`config.mk`:
```
export PLATFORM = sky130hd
export DESIGN_NAME = ifm_window_buffer
export DESIGN_NICKNAME = d
export VERILOG_FILES = /design/src/rtl/ifm_window_buffer.sv
export SDC_FILE = /design/constraint.sdc
export NUM_CORES = 1
export LEC_CHECK = 0
export ABC_AREA = 1
export CAP_MARGIN = 20
export CORE_MARGIN = 4
export CORE_UTILIZATION = 30
export CTS_CLUSTER_SIZE = 10
export DETAILED_ROUTE_END_ITERATION = 16
export SKIP_LAST_GASP = 1
export SYNTH_ARGS = -nofsm -noshare
export SYNTH_HDL_FRONTEND = slang
export SYNTH_SLANG_ARGS = --single-unit
```
`constraint.sdc`:
```
create_clock -name clk -period 2.6 [get_ports clk]
set_clock_uncertainty 0.2 [all_clocks]
set_input_delay 0.39 -clock clk [delete_from_list [all_inputs] [get_ports clk]]
set_output_delay 0.39 -clock clk [all_outputs]
set_load 0.05 [all_outputs]
```
`src/rtl/ifm_window_buffer.sv`:
```
// rtl/ifm_window_buffer.sv - packs aligned IFM read words into double-buffered convolution windows
module ifm_window_buffer #(
    parameter int KERNEL_SIZE = 3,
    parameter int IFM_CHANNEL = 3,
    parameter int DATA_WIDTH  = 16,
    parameter int RD_LATENCY  = 1,
    localparam int WIN_WORDS  = KERNEL_SIZE * KERNEL_SIZE * IFM_CHANNEL
) (
    input  logic                            clk,
    input  logic                            rst_n,
    input  logic                            addr_valid,
    input  logic [DATA_WIDTH-1:0]           ifm_rdata,
    input  logic                            window_ready,
    output logic                            window_valid,
    output logic [WIN_WORDS*DATA_WIDTH-1:0] window_data,
    output logic                            overflow
);

    localparam int CNT_W = (WIN_WORDS > 1) ? $clog2(WIN_WORDS) : 1;
    localparam logic [CNT_W-1:0] LAST_SLOT = CNT_W'(WIN_WORDS - 1);

    logic [RD_LATENCY-1:0]                     rd_pipe_q;
    logic [1:0][WIN_WORDS-1:0][DATA_WIDTH-1:0] bank_q;
    logic [1:0]                                full_q, full_d;
    logic                                      wr_bank_q, wr_bank_d;
    logic                                      rd_bank_q, rd_bank_d;
    logic [CNT_W-1:0]                          wr_cnt_q, wr_cnt_d;
    logic                                      overflow_q, overflow_d;

    logic rd_valid;
    logic accept;
    logic last_word;
    logic handshake;

    assign rd_valid     = rd_pipe_q[RD_LATENCY-1];
    assign window_valid = full_q[rd_bank_q];
    assign window_data  = bank_q[rd_bank_q];
    assign overflow     = overflow_q;

    always_comb begin
        accept     = rd_valid & ~full_q[wr_bank_q];
        last_word  = accept & (wr_cnt_q == LAST_SLOT);
        handshake  = full_q[rd_bank_q] & window_ready;
        full_d     = full_q;
        wr_bank_d  = wr_bank_q;
        rd_bank_d  = rd_bank_q;
        wr_cnt_d   = wr_cnt_q;
        overflow_d = overflow_q | (rd_valid & full_q[wr_bank_q]);
        // Release and completion always hit different banks, so both may apply.
        if (handshake) begin
            full_d[rd_bank_q] = 1'b0;
            rd_bank_d         = ~rd_bank_q;
        end
        if (last_word) begin
            full_d[wr_bank_q] = 1'b1;
            wr_bank_d         = ~wr_bank_q;
            wr_cnt_d          = '0;
        end else if (accept) begin
            wr_cnt_d = wr_cnt_q + 1'b1;
        end
    end

    always_ff @(posedge clk or negedge rst_n) begin
        if (!rst_n) begin
            rd_pipe_q  <= '0;
            bank_q     <= '0;
            full_q     <= '0;
            wr_bank_q  <= 1'b0;
            rd_bank_q  <= 1'b0;
            wr_cnt_q   <= '0;
            overflow_q <= 1'b0;
        end else begin
            rd_pipe_q[0] <= addr_valid;
            for (int i = 1; i < RD_LATENCY; i++) begin
                rd_pipe_q[i] <= rd_pipe_q[i-1];
            end
            if (accept) begin
                bank_q[wr_bank_q][wr_cnt_q] <= ifm_rdata;
            end
            full_q     <= full_d;
            wr_bank_q  <= wr_bank_d;
            rd_bank_q  <= rd_bank_d;
            wr_cnt_q   <= wr_cnt_d;
            overflow_q <= overflow_d;
        end
    end

endmodule

```
==> impl_results.md, run 1 <==
* Status: finished with violations
* Failing checks: negative setup slack
* Number of global-route vias before repair at 32300
* H-tree depth at 3
* Die height at 369 um
* Crit path time final at 2.83 ns
* Fin. Hold Viols at 0
* Core Region at 129000 sq um
* Number of buffers created by CTS at 101
* Worst VDD drop at 1030 uV
* Netlist cell types at 32
* Slew margin rel. at 51.2%
* Register area share after synthesis at 56.0%
* Io pins at 454
* WP buf/inv at 5
* Most Crowded Layer GR: met2
* Synth cell count leaders: nand2_1, dfrtp_1, o21ai_0
* Async SR Flop Fraction at 100%
* Max Clock Freq at 354 MHz
* Final slew viol count at 0
* Final Cycle Share at 109%
* Main flop type after synthesis: dfrtp_1
* Syn-to-layout area delta at 41.0%
* Die footprint at 136000 sq um
* Post-synth top area share at 56.0%
* Total grt overflow at 0
* Critical path peak fanout at 15
* Vias at 33900
* Chip width at 369 um
* Power Density at 1570 nW/um^2
* # rows at 132
* Static leakage at 26.6 nW
* Post-layout util at 42.6%
* Yosys top cell by area: dfrtp_1
* Remaining antenna violation count at 0
* GP Congestion at 0.811
* Clock Latency Late Sink at 0.68 ns
* # nets final at 5289
* Final worst slack at -0.226 ns
* DP Wirelength at 89500 um
* Initial core utilization at 30.2%
* CTS Root Cell: clkbuf_16
* Clock-pin slew on the worst setup and hold paths at 0.06 ns
* Yosys reg bits at 875
* Most common cell in the netlist: nand2_1
* Max cap viols at 0
* CP delay by family, top: buffers and inverters
* CP required at 2.01 ns
* Synth warn at 0
* WL/cell at 20.6 um
* Min Hold Slack at 0.0574 ns
* Detailed Route Iter0 Violations at 3378
* Cells after Synth at 4826
* Met3 Resource Use GR at 3.72%
* CTS tree: yes
* DRT Wirelength at 145000 um
* Via density at 4.82
* Total GRT Usage at 20.1%
* CP Capture Type: output port
* CP max-delay cell: dfrtp_4
* First-pass GRT wire length at 209000 um
* Top cells by area in the synthesized netlist: dfrtp_1, nand2_1, o21ai_0
* CP startpoint kind: flop
* IO buf count at 453
* Worst Max-Slew Pin Slew at 0.732 ns
* Synthesized area per cell at 8.10 sq um
* Layout cell share with drive strength beyond 1 at 21.3%
* Arrival time worst endpoint at 2.24 ns
* Worst path cell trace: buf_12 -> buf_12 -> buf_4 -> o21ai_0 -> buf_4 -> buf_12
* Met1 Usage GRT at 26.8%
* Worst hold path class: input port to flop
* Largest net degree at the start of global routing at 115
* Drt pass-1 iters at 5
* RSZ-0062 raised after global routing: yes
* CTS Buffer Depth at 3
* Initial antenna violation count at 6
* Setup violations, final at 431
* Top cell by count, worst path: buf_12
* Routing usage on met2 at 31.9%
* Synthesized area at 39100 sq um
* Crit Path Category: flop to output port
* Critical path's largest stage delay at 0.52 ns
* Post-synth EDFFs at 0
* Sink Count at 875
* DR DRC count at 0
* Net count after synthesis at 4851
[per-stage QoR]
| step | cell area, sq um | setup WS (ns) | setup TNS [ns] | power [mW] | instances |
|---|---|---|---|---|---|
| 2_1_floorplan | 39100 | -0.0828 | -0.166 | 43.2 | 4826 |
| 3_3_place_gp | 50200 | 0.247 | 0 | 69.1 | 6851 |
| 3_5_place_dp | 50200 | 0.237 | 0 | 69.4 | 6851 |
| 4_1_cts | 53300 | -0.400 | -118.95 | 83.0 | 7000 |
| 5_1_grt | 55100 | -0.307 | -93.83 | 90.0 | 7037 |
| 6_report | 55100 | -0.226 | -53.52 | 86.4 | 7041 |
[worst register-to-register path, cell delays in order (launching register included)]
cell	delay [ns]
dfrtp_1	0.44
inv_1	0.14
ha_1	0.19
buf_4	0.19
nand4_4	0.18
nor2_4	0.56
o21ai_0	0.20
[registers in the layout, summed over array words and instances (netlist names)]
register / cells
wr_cnt_q: 5
full_q: 2
rd_bank_q: 1
rd_pipe_q: 1
wr_bank_q: 1
bank_q: 864
overflow: 1
[cell type report]
type	count	area, sq um
Antenna cell	5	12.5
Timing Repair Buffer	703	11800
Inverter	180	706
Sequential cell	875	21900
Tap cell	1742	2180
Timing Repair inverter	3	36.3
Fill cell	12400	74300
Clock buffer	122	2700
Multi-Input combinational cell	3400	15600
Clock inverter	11	153
[cells by family (layout without fill, tap and decap cells)]
logic type	count (synthesis)	count (layout)	synth area share, %
buffers and inverters	551	1019	6.61
xor gates and xnor gates	1	1	0.0224
DFF	875	875	56.0
adders and majority gates	5	5	0.160
other	0	5	0
AOI/OAI and AO/OA	759	759	9.88
and+or+nand+nor	2635	2635	27.3
[per-layer routing]
layer,vias to the layer above,part of all wire (%)
li1,15900,-
met1,16600,43
met2,1162,47
met3,258,6.3
met4,0,4.4
met5,-,0
[worst paths after layout]
path                                            to  cells after the start  slack (ns)                    start
max                                window_data[82]                      6       -0.23    rd_bank_q$_DFFE_PN0N_
min                        bank_q[687]$_DFFE_PN0P_                      4        0.06            ifm_rdata[15]
min in group asynchronous  bank_q[480]$_DFFE_PN0P_                      2        0.08                    rst_n
max reg2reg                bank_q[858]$_DFFE_PN0P_                      6        0.34  wr_cnt_q[0]$_DFFE_PN0P_
max in group asynchronous  bank_q[355]$_DFFE_PN0P_                      4        1.12                    rst_n
min reg2reg                bank_q[744]$_DFFE_PN0P_                      2        0.27  bank_q[744]$_DFFE_PN0P_
[cells in the final DEF (no fill, tap or decap), types with 8 or more instances in the layout]
cell / n
buf_12: 470
buf_16: 13
buf_2: 16
buf_4: 156
buf_6: 13
clkbuf_1: 13
clkbuf_16: 122
clkbuf_8: 8
dfrtp_1: 874
inv_1: 170
nand2_1: 2270
nand2_2: 118
nand2_4: 48
nand3_1: 135
nand3_4: 9
nor2_2: 10
nor2_4: 21
o21ai_0: 491
o21ai_1: 187
o21ai_2: 50
o21ai_4: 29
[power breakdown]
group          internal, mW  switching, mW
sequential             17.0           1.65
combinational          22.3           32.5
clock                  7.31           5.63
total                  46.6           39.7
[timing repair]
item,CTS,global route
pin swaps,0,41
endpoints found under the setup margin,432,433
cloned,3,29
gates resized for setup,19,421
setup buffers,6,9
hold buffers,7,0
endpoints found under the hold margin,459,0
No activity file was read; power rests on OpenSTA's default activity.
==> inputs of run 2 (changes only) <==
Settings changed: CTS_CLUSTER_DIAMETER from default to 200.
==> impl_results.md, run 2 (same netlist as run 1, synthesis figures left out) <==
* Logic pwr share at 64.7% (+1.3 points)
* Clock-pin slew on the worst setup and hold paths at 0.07 ns (about the same)
* Vias at 34200 (+0.90%)
* Int Power at 46.9 mW (+0.59%)
* Worst Max-Slew Pin Slew at 0.745 ns (+0.0133 ns)
* WL/cell at 21.0 um (+1.8%)
* H-tree depth at 3 (unchanged)
* Static leakage at 26.7 nW (+0.42%)
* IO buf count at 453 (unchanged)
* Reg-to-reg slack, setup at 0.30 ns (-0.04 ns)
* Crit path time final at 2.81 ns (-0.0185 ns)
* Overall power at 87.2 mW (+1.0%)
* Clock Latency Late Sink at 0.68 ns (about the same)
* # nets final at 5309 (+0.38%)
* Syn-to-layout area delta at 42.2%
* Final Cycle Share at 108% (-0.71 points)
* Largest registers: bank_q (864), wr_cnt_q (5), full_q (2)
* CTS Buffer Depth at 3 (unchanged)
* Final worst slack at -0.208 ns (+0.0185 ns)
* # rows at 132 (unchanged)
* Total grt overflow at 0 (unchanged)
* Status: finished with violations
* DRT Wirelength at 148000 um (+1.7%)
* Final Instance Area at 55600 sq um (+0.84%)
* CTS tree: yes
* Number of global-route vias before repair at 32700 (+1.3%)
* Reg-to-Reg Start: wr_cnt_q[0]$_DFFE_PN0P_
* Critical path peak fanout at 7 (-8)
* CP required at 2.01 ns (about the same)
* Slew margin rel. at 50.3% (-0.89 points)
* DR DRC count at 0 (unchanged)
* Most flops, register: bank_q
* Layout cell share with drive strength beyond 1 at 22.7% (+1.4 points)
* Sw Share at 46.2% (+0.23 points)
* Sequential power share at 21.4% (-0.2 points)
* Number of buffers created by CTS at 97 (-4.0%)
* Critical path startpoint: rd_bank_q$_DFFE_PN0N_
* Failing checks: negative setup slack
* Die height at 369 um (unchanged)
* Total GRT Usage at 20.6% (+0.53 points)
* Commonest non-fill, non-tap cells in the layout: nand2_1, dfrtp_1, buf_12
* Fin. Hold Viols at 0 (unchanged)
* Via density at 4.86 (+0.97%)
* DP Wirelength at 89500 um (unchanged)
* Arrival time worst endpoint at 2.22 ns (-0.02 ns)
* Io pins at 454 (unchanged)
* First-pass GRT wire length at 214000 um (+2.5%)
* Chip width at 369 um (unchanged)
* Drt pass-1 iters at 6 (+1)
* Initial core utilization at 30.2% (unchanged)
* Worst hold path class: input port to asynchronous set/reset pin
* Worst VDD drop at 1020 uV (-0.37%)
* Crit Path Category: flop to output port
* Sink Count at 875 (unchanged)
* R2R Path End: bank_q[858]$_DFFE_PN0P_
* Core Region at 129000 sq um (unchanged)
* RSZ-0062 raised after global routing: yes
* Remaining antenna violation count at 0 (unchanged)
* Clock power share at 14.0% (-1.0 points)
* Psw at 40.3 mW (+1.5%)
* Post-Place Cell Area at 50200 sq um (unchanged)
* Initial antenna violation count at 5 (-1)
* Number of cells on the worst reg-to-reg path at 6 (unchanged)
* Max Clock Freq at 356 MHz (+0.66%)
* Max cap viols at 0 (unchanged)
* Die footprint at 136000 sq um (unchanged)
* Largest net degree at the start of global routing at 115 (unchanged)
* Setup violations, final at 426 (-1.2%)
* Max reg flops at 864 (unchanged)
* Leading cell type in the layout, fill and taps excluded: nand2_1
* Power Density at 1570 nW/um^2 (+0.18%)
* GP Congestion at 0.811 (unchanged)
* Detailed Route Iter0 Violations at 3445 (+2.0%)
* CP startpoint kind: flop
* CP Capture Type: output port
* CTS Root Cell: clkbuf_16
* Final slew viol count at 0 (unchanged)
## run 2: changes by cell type in the layout (fill, tap and decap cells not counted), sizes merged
cell    change
bufinv      -1
inv         +1
clkbuf     -27
diode       -2
clkinv      -3
buf        +27
## run 2: worst max path at each step
stage                     slack (ns)  depth (start not counted)               end
after floorplan                -0.08                          5  window_data[127]
after global placement          0.25                          6  window_data[395]
after detailed placement        0.24                          6  window_data[395]
after CTS                      -0.29                          8  window_data[412]
after global routing           -0.29                          8  window_data[259]
final                          -0.21                          8  window_data[259]
## run 2: stage by stage
step           TNS [ns]  instances  hold WS, ns  utilization [%]  setup slack (ns)
2_1_floorplan    -0.166       4826       -0.106                -           -0.0828
6_report         -50.30       7036       0.0675             42.9            -0.208
4_1_cts          -95.13       6999       0.0103             41.7            -0.290
3_5_place_dp          0       6851        0.185             38.7             0.237
5_1_grt          -89.93       7034       0.0375             42.9            -0.295
3_3_place_gp          0       6851        0.192             38.7             0.247
## run 2: routing by layer
metal	part of all wire (%)	track usage (%)	wire length (um)
met1	43	27.6	62900
met4	3.9	8.45	5750
met5	0.0088	0	13
met2	47	33.2	70000
met3	6.0	3.57	8850
## run 2: final cells by class
class / count / area [sq um]
clock buffer: 98 / 2430
inverter: 180 / 696
fill: 12300 / 73900
antenna: 3 / 7.51
multi-input combinational: 3400 / 15900
timing repair buffer: 727 / 12300
clock inverter: 8 / 131
tap: 1742 / 2180
timing repair inverter: 3 / 48.8
sequential: 875 / 21900
## run 2: repair_timing
action                                  4_1_cts  5_1_grt
setup buffers                                19       12
pin swaps                                     1       49
endpoints found under the setup margin      432      433
hold buffers                                  7        0
gates cloned                                 16       26
hold endpoints to repair                    464        0
resized for setup                           287      291
## run 2: power groups by stage
stage          clock, mW  combinational, mW  sequential (mW)
3_5_place_dp           0               50.6             18.8
4_1_cts             12.5               53.6             18.6
5_1_grt             13.0               58.8             19.0
3_3_place_gp           0               50.4             18.7
6_report            12.2               56.4             18.6
2_1_floorplan          0               24.9             18.3
## run 2: critical path: stages (launching register included)
cell,delay [ns]
dfrtp_4,0.51
buf_6,0.14
buf_12,0.15
buf_16,0.16
buf_12,0.14
clkbuf_16,0.16
nand2_4,0.07
nand2_4,0.05
buf_12,0.14
